File: src/rtl/vga_timing_gen.sv
// ----------------------------------------------------------------------------
// vga_timing_gen
//
// Raster timing generator for 800x600@72 Hz VGA, one pixel per 50 MHz clock.
// Scan coordinates (xpos/ypos/valid) go to the game controller undelayed.
// hsync/vsync/de go to the connector through a PIPE_DLY-stage delay line so
// they line up with the controller's registered rgb.
//
// Ports:
//   clk_50m      in   1   system/pixel clock
//   rst          in   1   synchronous, active-high reset (priority over en)
//   en           in   1   pixel advance enable; 0 freezes the raster
//   xpos         out  11  horizontal counter
//   ypos         out  11  vertical counter
//   valid        out  1   inside the visible area, undelayed
//   hsync        out  1   horizontal sync, SYNC_POL polarity, delayed
//   vsync        out  1   vertical sync, SYNC_POL polarity, delayed
//   de           out  1   valid, delayed
//   frame_start  out  1   en at position (0,0)
//   line_start   out  1   en at xpos 0
//   frame_cnt    out  16  completed frames, wraps
// ----------------------------------------------------------------------------
module vga_timing_gen #(
   parameter int   H_ACTIVE = 800,
   parameter int   H_FP     = 56,
   parameter int   H_SYNC   = 120,
   parameter int   H_BP     = 64,
   parameter int   V_ACTIVE = 600,
   parameter int   V_FP     = 37,
   parameter int   V_SYNC   = 6,
   parameter int   V_BP     = 23,
   parameter logic SYNC_POL = 1'b1,
   parameter int   PIPE_DLY = 1
) (
   input  logic        clk_50m,
   input  logic        rst,
   input  logic        en,
   output logic [10:0] xpos,
   output logic [10:0] ypos,
   output logic        valid,
   output logic        hsync,
   output logic        vsync,
   output logic        de,
   output logic        frame_start,
   output logic        line_start,
   output logic [15:0] frame_cnt
);

   localparam int H_TOTAL = H_ACTIVE + H_FP + H_SYNC + H_BP;
   localparam int V_TOTAL = V_ACTIVE + V_FP + V_SYNC + V_BP;

   localparam logic [10:0] H_LAST   = 11'(H_TOTAL - 1);
   localparam logic [10:0] V_LAST   = 11'(V_TOTAL - 1);
   localparam logic [10:0] H_VIS    = 11'(H_ACTIVE);
   localparam logic [10:0] V_VIS    = 11'(V_ACTIVE);
   localparam logic [10:0] HS_START = 11'(H_ACTIVE + H_FP);
   localparam logic [10:0] HS_END   = 11'(H_ACTIVE + H_FP + H_SYNC);
   localparam logic [10:0] VS_START = 11'(V_ACTIVE + V_FP);
   localparam logic [10:0] VS_END   = 11'(V_ACTIVE + V_FP + V_SYNC);

   // Delay-line word is {hsync, vsync, de} with polarity already applied.
   localparam logic [2:0] IDLE_WORD = {~SYNC_POL, ~SYNC_POL, 1'b0};

   logic [10:0] h_cnt;
   logic [10:0] v_cnt;
   logic [15:0] frame_q;
   logic        hs_raw;
   logic        vs_raw;
   logic        valid_raw;
   logic [2:0]  out_word;

   // -------------------------------------------------------------------------
   // Raster counters
   // -------------------------------------------------------------------------
   always_ff @(posedge clk_50m) begin
      // NOTE: state is assigned with <= so every register samples the
      // pre-edge values; = here would let later lines see half-updated state.
      if (rst) begin
         h_cnt   <= '0;
         v_cnt   <= '0;
         frame_q <= '0;
      end else if (en) begin
         if (h_cnt == H_LAST) begin
            h_cnt <= '0;
            if (v_cnt == V_LAST) begin
               v_cnt   <= '0;
               frame_q <= frame_q + 16'd1;
            end else begin
               v_cnt <= v_cnt + 11'd1;
            end
         end else begin
            h_cnt <= h_cnt + 11'd1;
         end
      end
   end

   // -------------------------------------------------------------------------
   // Decode (continuous assigns: nothing here can hold a value, so no latch)
   // -------------------------------------------------------------------------
   assign valid_raw = (h_cnt < H_VIS) && (v_cnt < V_VIS);
   assign hs_raw    = (h_cnt >= HS_START) && (h_cnt < HS_END);
   // vsync spans whole lines, so it decodes from v_cnt alone.
   assign vs_raw    = (v_cnt >= VS_START) && (v_cnt < VS_END);

   assign out_word  = {hs_raw ~^ SYNC_POL, vs_raw ~^ SYNC_POL, valid_raw};

   // -------------------------------------------------------------------------
   // Output delay line: shifts every clock, independent of en, so the
   // connector-side signals keep a fixed offset from the controller's rgb.
   // -------------------------------------------------------------------------
   generate
      if (PIPE_DLY == 0) begin : g_direct
         assign {hsync, vsync, de} = out_word;
      end else begin : g_pipe
         logic [2:0] stage [PIPE_DLY];

         always_ff @(posedge clk_50m) begin
            if (rst) begin
               // NOTE: every stage is reset, not just the first, so the
               // connector never sees stale sync/de while the line refills.
               for (int i = 0; i < PIPE_DLY; i++) stage[i] <= IDLE_WORD;
            end else begin
               stage[0] <= out_word;
               for (int i = 1; i < PIPE_DLY; i++) stage[i] <= stage[i-1];
            end
         end

         assign {hsync, vsync, de} = stage[PIPE_DLY-1];
      end
   endgenerate

   assign xpos        = h_cnt;
   assign ypos        = v_cnt;
   assign valid       = valid_raw;
   assign frame_cnt   = frame_q;
   assign line_start  = en && (h_cnt == 11'd0);
   assign frame_start = en && (h_cnt == 11'd0) && (v_cnt == 11'd0);

endmodule

File: config.mk
export PLATFORM = sky130hd
export DESIGN_NAME = vga_timing_gen
export DESIGN_NICKNAME = d
export VERILOG_FILES = /design/src/rtl/vga_timing_gen.sv
export SDC_FILE = /design/constraint.sdc
export NUM_CORES = 1
export LEC_CHECK = 0
export ABC_AREA = 1
export BUFFER_PORTS_ARGS = -buffer_cell sky130_fd_sc_hd__buf_2
export CAP_MARGIN = 40
export CORE_MARGIN = 2
export CORE_UTILIZATION = 47
export CTS_BUF_LIST = sky130_fd_sc_hd__clkbuf_8
export DETAILED_ROUTE_END_ITERATION = 6
export GPL_TIMING_DRIVEN = 0
export PLACE_DENSITY = 0.69
export SLEW_MARGIN = 20
export SYNTH_ARGS = -nofsm -noshare
export SYNTH_HDL_FRONTEND = slang
export SYNTH_SLANG_ARGS = --single-unit
File: constraint.sdc
create_clock -name clk_50m -period 2.6 [get_ports clk_50m]
set_input_delay 0.52 -clock clk_50m [delete_from_list [all_inputs] [get_ports clk_50m]]
set_output_delay 0.52 -clock clk_50m [all_outputs]
set_load 0.1 [all_outputs]
==> results by group <==
Route
  – DR vias: 2517
  – DR pass1 iterations: 4
  – Routed WL per cell: 11.95 um
  – Vias per cell: 5.034
  – DRC violations left: 0
  – Initial DRC count: 200
  – Final ANT Viol Nets: 0
  – Final wirelength: 5974 um

STA
  – Final setup viols: 0
  – Worst slew pin tran: 0.5304 ns
  – Hold slack: 0.4780 ns
  – Slew margin rel.: 64.64%
  – Max Freq: 420.1 MHz
  – Fin crit period: 2.381 ns
  – RSZ-0062 raised after global routing: false
  – Max-slew violations: 0
  – Fin. Hold Viols: 0
  – Tcrit/Tclk final: 91.56%
  – Setup Skew: 0.003671 ns
  – Setup ws final: 0.2195 ns

Pwr
  – Pwr dens: 400.9 nW/um^2
  – Comb power frac: 8.7%
  – Reg power frac: 54.9%
  – Cell internal pwr: 856.5 uW
  – PnR Total Power: 1.157 mW
  – Power share of the clock group: 36.4%
  – Switching share of power: 25.94%
  – Peak supply drop: 0.2795 mV
  – Psw: 300.1 uW
  – P_leak: 1.325 nW

Die
  – Die Span Y: 76.38 um
  – Core Footprint: 5075 um^2
  – Die width: 76.38 um
  – # rows: 26
  – Number of placed I/O pins: 47
  – Starting density of the core: 48.52%
  – Die Area: 5834 um^2

Yosys
  – Syn Nets: 387
  – Post-synth cell types: 36
  – Mapped Cells: 378
  – Cell Area, Synth: 2462 um^2
  – Mean post-synth cell area: 6.514 um^2
  – Register area share after synthesis: 33.33%
  – FF+latch count, synth: 41
  – Ys Warns: 0

Critical path
  – Crit. End Element: primary output
  – Crit path cell chain: inv_1 > nand3_1 > nor3_1 > nand2_1 > nor2_4 > buf_2
  – Crit-path max FO: 8
  – WP data required: 2.08 ns
  – Slowest stage cell, crit path: buf_2
  – Worst path max stage delay: 0.43 ns
  – Worst path top cell family by delay: simple AND/OR/NAND/NOR gates
  – Reg2Reg Depth: 11
  – WP buf/inv: 2
  – Crit Path Class: reg2out
  – Startpoint types: flop
  – Arrival @ worst endpoint: 1.86 ns
  – CP Depth: 6

Clock network
  – Worst-path clk slew: 0.08 ns
  – Num CTS Buffers: 5
  – Clk buf depth: 2
  – CTS Hold Bufs: 0
  – TritonCTS clock tree: done
  – Worst-skew pair later-pin latency: 0.29 ns
  – Setup Buffers After CTS: 0
  – CTS root buf: clkbuf_8
  – CTS H-tree depth: 2
  – Post-CTS resize count: 0
  – CTS Sinks: 41

Final layout
  – Area grow syn2layout: 17.17%
  – Layout cells sized above 1: 20.00%
  – Final net count: 439
  – Fillers: 551
  – Most frequent cells in the layout: 79 x nand2_1, 60 x nor2_1, 57 x inv_1
  – Commonest non-fill, non-tap cell in the layout: nand2_1
  – Diode count: 0
  – Cell area after layout: 2885 um^2
  – Core Util, Final: 56.85%

Min path
  – WHS Path Cells: 2
  – Worst min path class: reg2reg

Placed design
  – Dpl ws: 0.5544 ns
  – PortBufs: 45
  – Placement-stage cell area: 2799 um^2
  – GPL Wtd Cong: 0.8866
  – Detail Placement HPWL: 4527 um

Global routing
  – Initial antenna violation count: 0
  – Grt ovf: 0
  – Vias in the first global route: 2219
  – GRT Total Usage: 21.28%
  – Largest net degree at the start of global routing: 12
  – First-pass GRT wire length: 10120 um

Job
  – Maxcap violations: 0

Outcome
  – Status: complete, no violations
## final timing paths
kind / from / end / slack, ns
worst min register to register: frame_cnt[2] / frame_cnt[2] / 0.48
worst max register to register: ypos[1] / ypos[10] / 0.78
worst min-delay path: frame_cnt[2] / frame_cnt[2] / 0.48
worst max-delay path: ypos[2] / frame_start / 0.22
## flip-flops by register name (all words and copies together) (netlist names)
register      cells
xpos             11
ypos             11
g_pipe.stage      3
frame_cnt        16
## tightest hold or removal path: cells and delay by family, from the launching register on
family | cells | cell delay (ns)
buf+inv | 1 | 0.05
compound gates | 1 | 0.05
flops | 1 | 0.33
## layer usage
| layer | wire [um] | GRT usage, % |
|---|---|---|
| met1 | 2779 | 27.91 |
| met2 | 2769 | 35.40 |
| met3 | 356 | 4.502 |
| met4 | 69 | 6.000 |
| met5 | 0 | 0 |
## power groups by stage
stage | clock network [mW] | registers [mW] | logic (mW)
6_report | 0.421 | 0.635 | 0.101
5_1_grt | 0.469 | 0.635 | 0.109
4_1_cts | 0.441 | 0.635 | 0.101
3_5_place_dp | 0 | 0.650 | 0.101
3_3_place_gp | 0 | 0.649 | 0.101
2_1_floorplan | 0 | 0.677 | 0.0555
## cell usage after synthesis
cell | count | area [um^2]
inv_2 | 3 | 11.26
or2_2 | 1 | 6.260
o21ai_0 | 20 | 100.1
nor2_1 | 61 | 229.0
o211ai_1 | 1 | 7.510
inv_1 | 56 | 210.2
nand2_2 | 2 | 12.51
buf_4 | 1 | 7.510
nor3b_2 | 1 | 12.51
o21ai_1 | 5 | 25.02
o211a_1 | 1 | 10.01
buf_6 | 2 | 22.52
nand4_1 | 4 | 25.02
xnor2_1 | 1 | 8.760
o21ai_2 | 1 | 8.760
a211oi_1 | 1 | 7.510
nor3_1 | 13 | 65.06
nor2_2 | 3 | 18.77
nand3_2 | 5 | 50.05
nor4_1 | 1 | 6.260
clkbuf_1 | 1 | 3.750
o21bai_1 | 1 | 7.510
ha_1 | 6 | 75.07
nand3_1 | 29 | 145.1
a21oi_1 | 23 | 115.1
a211o_1 | 1 | 8.760
nand3_4 | 1 | 17.52
nand2_1 | 79 | 296.5
nand3b_1 | 2 | 15.01
nand2_4 | 2 | 22.52
a31oi_1 | 1 | 6.260
buf_2 | 2 | 10.01
dfxtp_1 | 41 | 820.8
nor2_4 | 4 | 45.04
xor2_1 | 1 | 8.760
buf_12 | 1 | 20.02
## cell type report
cell class,count,area [um^2],share of cell area [%]
clock inverters,1,3.754,0.1301
inverters,59,221.5,7.676
well taps,70,87.58,3.036
plain buffers,7,63.81,2.212
flip-flops and latches,41,825.8,28.62
clock buffers,6,82.58,2.862
multi-input cells,271,1375,47.66
repair buffers,45,225.2,7.806
## cell families after synthesis
kind of cell	Yosys count	share of synthesized area, %
AO/OA/AOI/OAI	55	12.04
XOR/XNOR	2	0.7115
adder cells (fa/ha/maj)	6	3.049
buffers and inverters	66	11.59
flip-flops	41	33.33
AND/OR/NAND/NOR	208	39.28
## through the flow
| step | setup TNS, ns | instances |
|---|---|---|
| 6_report | 0 | 500 |
| 5_1_grt | 0 | 500 |
| 4_1_cts | 0 | 500 |
| 3_5_place_dp | 0 | 493 |
| 3_3_place_gp | 0 | 493 |
| 2_1_floorplan | -0.04444 | 378 |
(Power assumes the default switching activity.)
